File: src/rtl/datapath_control_fsm.sv
// Multi-cycle control unit for the 16-bit datapath: sequences fetch/decode/execute/writeback,
// drives the load/tristate/regfile/ALU strobes and handshakes with memory.
module datapath_control_fsm #(
    parameter int WAIT_MAX = 16
) (
    input  logic       clk,
    input  logic       rst,
    input  logic [3:0] ir_op,
    input  logic       zin,
    input  logic       sin,
    input  logic       mem_ready,
    output logic       lmar,
    output logic       lpc,
    output logic       lir,
    output logic       lmdr,
    output logic       ldx,
    output logic       ldy,
    output logic       lt,
    output logic       tpc,
    output logic       tt,
    output logic       tmdr2x,
    output logic       wrr,
    output logic       mem_rd,
    output logic       mem_wr,
    output logic [2:0] fnsel,
    output logic       retire,
    output logic       halted,
    output logic       fault
);

    typedef enum logic [3:0] {
        S_IDLE,
        S_FETCH_A,
        S_FETCH_M,
        S_FETCH_I,
        S_DECODE,
        S_EXEC,
        S_WB,
        S_LD_A,
        S_LD_M,
        S_LD_W,
        S_ST_A,
        S_ST_M,
        S_BR,
        S_HALT,
        S_FAULT
    } state_t;

    localparam logic [2:0] FN_PASS_X = 3'b010;

    state_t     state;
    state_t     state_nxt;
    logic [7:0] wait_cnt;
    logic       br_taken;
    logic       taken_nxt;
    logic       fault_q;
    logic       in_mem;
    logic       timeout;

    assign in_mem  = (state == S_FETCH_M) || (state == S_LD_M) || (state == S_ST_M);
    // A ready on the last allowed cycle still completes; only a miss there faults.
    assign timeout = in_mem && !mem_ready && (wait_cnt == 8'(WAIT_MAX - 1));

    always_comb begin
        taken_nxt = 1'b0;
        case (ir_op)
            4'b1010: taken_nxt = zin;
            4'b1011: taken_nxt = sin;
            4'b1100: taken_nxt = 1'b1;
            default: taken_nxt = 1'b0;
        endcase
    end

    // NOTE: sequential state uses non-blocking assignments so every register samples pre-edge values.
    always_ff @(posedge clk) begin
        if (rst) begin
            state    <= S_IDLE;
            wait_cnt <= '0;
            br_taken <= 1'b0;
            fault_q  <= 1'b0;
        end else begin
            state <= state_nxt;
            if (!in_mem) begin
                wait_cnt <= '0;
            end else if (!mem_ready) begin
                wait_cnt <= wait_cnt + 8'd1;
            end
            if (state == S_DECODE) begin
                br_taken <= taken_nxt;
            end
            if (state_nxt == S_FAULT) begin
                fault_q <= 1'b1;
            end
        end
    end

    // NOTE: defaults assigned first so no path through the case can infer a latch.
    always_comb begin
        state_nxt = state;
        case (state)
            S_IDLE:    state_nxt = S_FETCH_A;
            S_FETCH_A: state_nxt = S_FETCH_M;
            S_FETCH_M: begin
                if (mem_ready)    state_nxt = S_FETCH_I;
                else if (timeout) state_nxt = S_FAULT;
            end
            S_FETCH_I: state_nxt = S_DECODE;
            S_DECODE: begin
                if (!ir_op[3]) begin
                    state_nxt = S_EXEC;
                end else begin
                    case (ir_op[2:0])
                        3'b000:                 state_nxt = S_LD_A;
                        3'b001:                 state_nxt = S_ST_A;
                        3'b010, 3'b011, 3'b100: state_nxt = S_BR;
                        3'b111:                 state_nxt = S_HALT;
                        default:                state_nxt = S_FETCH_A;
                    endcase
                end
            end
            S_EXEC:    state_nxt = S_WB;
            S_WB:      state_nxt = S_FETCH_A;
            S_LD_A:    state_nxt = S_LD_M;
            S_LD_M: begin
                if (mem_ready)    state_nxt = S_LD_W;
                else if (timeout) state_nxt = S_FAULT;
            end
            S_LD_W:    state_nxt = S_FETCH_A;
            S_ST_A:    state_nxt = S_ST_M;
            S_ST_M: begin
                if (mem_ready)    state_nxt = S_FETCH_A;
                else if (timeout) state_nxt = S_FAULT;
            end
            S_BR:      state_nxt = S_FETCH_A;
            S_HALT:    state_nxt = S_HALT;
            S_FAULT:   state_nxt = S_FAULT;
            default:   state_nxt = S_IDLE;
        endcase
    end

    always_comb begin
        lmar   = 1'b0;
        lpc    = 1'b0;
        lir    = 1'b0;
        lmdr   = 1'b0;
        ldx    = 1'b0;
        ldy    = 1'b0;
        lt     = 1'b0;
        tpc    = 1'b0;
        tt     = 1'b0;
        tmdr2x = 1'b0;
        wrr    = 1'b0;
        mem_rd = 1'b0;
        mem_wr = 1'b0;
        fnsel  = 3'b000;
        retire = 1'b0;
        halted = 1'b0;
        // Reset blanks every strobe immediately, not only after the edge.
        if (!rst) begin
            case (state)
                S_FETCH_A: begin
                    tpc  = 1'b1;
                    lmar = 1'b1;
                end
                S_FETCH_M, S_LD_M: begin
                    mem_rd = 1'b1;
                    lmdr   = 1'b1;
                end
                S_FETCH_I: begin
                    tmdr2x = 1'b1;
                    lir    = 1'b1;
                    lpc    = 1'b1;
                end
                S_DECODE: begin
                    ldx    = 1'b1;
                    ldy    = 1'b1;
                    retire = (ir_op == 4'b1101) || (ir_op == 4'b1110);
                end
                S_EXEC: begin
                    lt    = 1'b1;
                    fnsel = ir_op[2:0];
                end
                S_WB: begin
                    tt     = 1'b1;
                    wrr    = 1'b1;
                    retire = 1'b1;
                end
                S_LD_A: begin
                    lmar  = 1'b1;
                    fnsel = FN_PASS_X;
                end
                S_LD_W: begin
                    tmdr2x = 1'b1;
                    wrr    = 1'b1;
                    retire = 1'b1;
                end
                S_ST_A: begin
                    lmar  = 1'b1;
                    lmdr  = 1'b1;
                    fnsel = FN_PASS_X;
                end
                S_ST_M: begin
                    mem_wr = 1'b1;
                    retire = mem_ready;
                end
                S_BR: begin
                    lpc    = br_taken;
                    retire = 1'b1;
                end
                S_HALT:  halted = 1'b1;
                default: ;
            endcase
        end
    end

    assign fault = fault_q & ~rst;

endmodule
File: config.mk
export PLATFORM = sky130hd
export DESIGN_NAME = datapath_control_fsm
export DESIGN_NICKNAME = d
export VERILOG_FILES = /design/src/rtl/datapath_control_fsm.sv
export SDC_FILE = /design/constraint.sdc
export NUM_CORES = 1
export LEC_CHECK = 0
export BUFFER_PORTS_ARGS = -buffer_cell sky130_fd_sc_hd__buf_2
export CELL_PAD_IN_SITES_DETAIL_PLACEMENT = 0
export CELL_PAD_IN_SITES_GLOBAL_PLACEMENT = 1
export CORE_AREA = 5 5 59 71
export CTS_CLUSTER_DIAMETER = 120
export DETAILED_ROUTE_END_ITERATION = 12
export DIE_AREA = 0 0 64 76
export PLACE_DENSITY_LB_ADDON = 0.1
export SLEW_MARGIN = 20
export SYNTH_ARGS = -nofsm -noshare
export SYNTH_HDL_FRONTEND = slang
export SYNTH_SLANG_ARGS = --single-unit
File: constraint.sdc
create_clock -name clk -period 2.4 [get_ports clk]
set_input_delay 0.12 -clock clk [delete_from_list [all_inputs] [get_ports clk]]
set_output_delay 0.12 -clock clk [all_outputs]
set_load 0.1 [all_outputs]
==> summary.md <==
| Metric | Value |
|---|---|
| Drt pass-1 iters | `4` |
| Largest net degree at the start of global routing | `23` |
| RSZ-0062 raised after global routing | `no` |
| Via count | `between 1000 and 1500` |
| Mapped Nets | `approximately 170` |
| Slew Viols, Final | `0` |
| Fmax | `approximately 480 MHz` |
| CTS tree | `yes` |
| Setup TNS | `0 ps` |
| Number of synthesized flops with an enable pin | `0` |
| Final HPWL DP | `about 2700 um` |
| First-pass GRT wire length | `about 5800 um` |
| Placed Cells | `around 220` |
| Worst R2R Path Depth | `5` |
| Post-CTS Resized | `0` |
| Site Rows | `24` |
| Distinct cells, synth | `50` |
| Top cells by area, synth | `dfxtp_1 (23%), nor2_1 (5.8%), nand2_1 (5.2%), xnor2_1 (5.0%), nor4_1 (3.0%)` |
| Worst path depth | `6` |
| Setup ws final | `~320 ps` |
| Starting density of the core | `between 30% and 40%` |
| Tmin final | `2080 ps` |
| Sum of buffers and inverters on the critical path | `2` |
| Cell with the most instances after synthesis | `nor2_1` |
| Leak pwr | `roughly 0.62 nW` |
| Placement Setup Slack | `approximately 460 ps` |
| Core area | `between 0.003 and 0.004 sq mm` |
| Sink Count | `14` |
| Combinational family with the most area after synthesis | `simple AND/OR/NAND/NOR gates` |
| CP Capture Type | `output pin` |
| WL per Instance | `roughly 15 um` |
| Most frequent cells after synthesis | `nor2_1 (19), nand2_1 (17), dfxtp_1 (14)` |
| Post-synthesis compound-gate area fraction | `19.4%` |
| Tcrit/Tclk final | `between 80 and 90%` |
| CP Capture Point | `lmar` |
| Primary FF master, synth | `dfxtp_1` |
| Root Buffer | `clkbuf_8` |
| Worst path max stage delay | `approximately 590 ps` |
| R2R Path End | `fault_q$_SDFFE_PP0N_` |
| Vias in the first global route | `between 1000 and 1500` |
| Vias per Instance | `around 5.5` |
| Clock Tree Buf Depth | `2` |
| Die width | `roughly 64 um` |
| Layout cells sized above 1 | `between 30% and 40%` |
| Setup Viol. Count Final | `0` |
| Crit-path max FO | `14` |
| Power density cells | `~540 mW/mm^2` |
| Post-Route WL | `about 3400 um` |
| Setup crit start kind | `flip-flop` |
| Setup Crit Path Kind | `flip-flop to output pin` |
| Gr ovfl total | `0` |
| Status | `completed` |
| Hold Buf Count CTS | `0` |
| CP delay by family, top | `buffers and inverters` |
| Fillers | `370` |
| Worst-Skew Late Latency | `240 ps` |
| Initial antenna violation count | `0` |
| Final Skew | `between 2 and 2.5 ps` |
| Peak VDD IR | `0.000395 V` |
| Tot Pwr | `approximately 0.00084 W` |
| Hold Vio Cnt, Final | `0` |
| Post-DRT Antenna Nets | `0` |
| Syn-to-layout area delta | `25.9%` |
| Slew @ Worst Pin | `roughly 560 ps` |
| Post-Synthesis Cells | `between 150 and 200` |
| Initial DRC count | `46` |
| Mapped cell area | `0.00123 sq mm` |
| Synth async-reset ratio | `0%` |
| Maxcap violations | `0` |
| Critical Path RT | `about 2300 ps` |
| CTS Buf Count | `3` |
| Mux cell area share after synthesis | `around 1.7%` |
| Critical Path Source | `state[3]$_SDFF_PP0_` |
| DRC viols | `0` |
| Synth Area in Simple Gates | `slightly below 40%` |
| Cells along the critical path | `buf_4 -> nand2b_1 -> o21ai_0 -> nand2_1 -> a21oi_2 -> buf_2` |
| H-tree depth reported by CTS | `1` |
| DIE AREA | `0.00486 sq mm` |
| Die height | `76 um` |
| Gr usage total | `between 10% and 20%` |
| Post-synthesis register bit count | `14` |
| Flop-to-flop setup slack | `between 400 and 500 ps` |
| Port Buffers | `27` |
| Number of antenna diodes | `0` |
| Cell Count, Final, Fillers Out | `between 200 and 250` |
| Fin nets | `about 200` |
| Top Ports | `28` |
| WHS | `between 300 and 400 ps` |
| Mapped Avg Cell Area | `7.57 sq um` |
| Critical R2R Launch | `state[2]$_SDFF_PP0_` |
| Leading area contributor after synthesis | `dfxtp_1` |
| Syn. warnings | `0` |
| GP Congestion | `~0.92` |
| Top cell type's share of synthesized area | `a little under a quarter` |
| Post-Synth Adder-Cell Area | `1.01%` |
| Seq/Total Area, Yosys | `between 20% and 30%` |
| Post-CTS Setup Inserts | `0` |
| Worst slew margin | `slightly above 60%` |
| Worst hold path type | `primary input to flip-flop` |
| Slowest CP cell | `dfxtp_1` |
| Worst EP arrival | `between 1500 and 2000 ps` |
| Clock-pin slew on the worst setup and hold paths | `about 60 ps` |
| XOR/XNOR Fraction of Synth Area | `7.10%` |
[cells by family after synthesis]
logic type	after synthesis
AO/OA/AOI/OAI	32
adder cells (fa/ha/maj)	1
flip-flops	14
XOR/XNOR	10
AND/OR/NAND/NOR	83
multiplexers	2
buffers and inverters	21
[worst min-delay path by stage]
stage                                     from                       end  slack [ps]  depth (start not counted)
after floorplan                            rst       state[1]$_SDFF_PP0_         300                          2
after detailed placement  fault_q$_SDFFE_PP0N_      fault_q$_SDFFE_PP0N_         470                          2
final                                mem_ready  wait_cnt[0]$_SDFFE_PP0N_         310                          3
after global routing                 mem_ready  wait_cnt[0]$_SDFFE_PP0N_         350                          3
after CTS                            mem_ready  wait_cnt[0]$_SDFFE_PP0N_         320                          3
after global placement    fault_q$_SDFFE_PP0N_      fault_q$_SDFFE_PP0N_         470                          2
[metal layers]
layer / part of all wire, % / track usage (%)
met1: 41 / 16.6
met2: 52 / 24.8
met3: 4.8 / 1.33
met4: 1.5 / 5.82
met5: 0 / 0
[report_power, final]
group | switching (W) | internal, W
clock network | 0.0000816 | 0.000145
registers | 0.0000198 | 0.000242
logic | 0.000239 | 0.000109
total | 0.000340 | 0.000497
[sequential cells by signal (all words and copies together) (netlist names)]
name,flops
wait_cnt,8
state,4
br_taken,1
fault_q,1
[through the flow]
stage | util, % | cell area (sq um)
finish | 44.2 | 1550
global route | 44.2 | 1550
CTS | 44.2 | 1550
detailed placement | 42.6 | 1500
global placement | 42.6 | 1500
floorplan | - | 1310
[area by class of cell]
class | count | area, sq um | share of cell area, %
clock buffer | 4 | 55.1 | 3.55
inverter | 5 | 18.8 | 1.21
multi-input combinational | 128 | 925 | 59.5
sequential | 14 | 280 | 18.0
tap | 39 | 48.8 | 3.14
timing repair buffer | 37 | 225 | 14.5
[cell usage in the layout (no fill, tap or decap), types with 6 or more instances in the layout]
| cell type | n |
|---|---|
| o21ai_0 | 6 |
| xnor2_1 | 7 |
| buf_4 | 10 |
| dfxtp_1 | 14 |
| buf_2 | 26 |
| nand2_1 | 17 |
| nor2_1 | 18 |
[worst reg2reg max path, stage by stage, from the launching register on]
cell      delay [ps]
dfxtp_1          590
and2_1           320
a31oi_1          170
and4_1           250
a211oi_1         370
o32ai_2          140
Power figures use the tool's default switching activity.
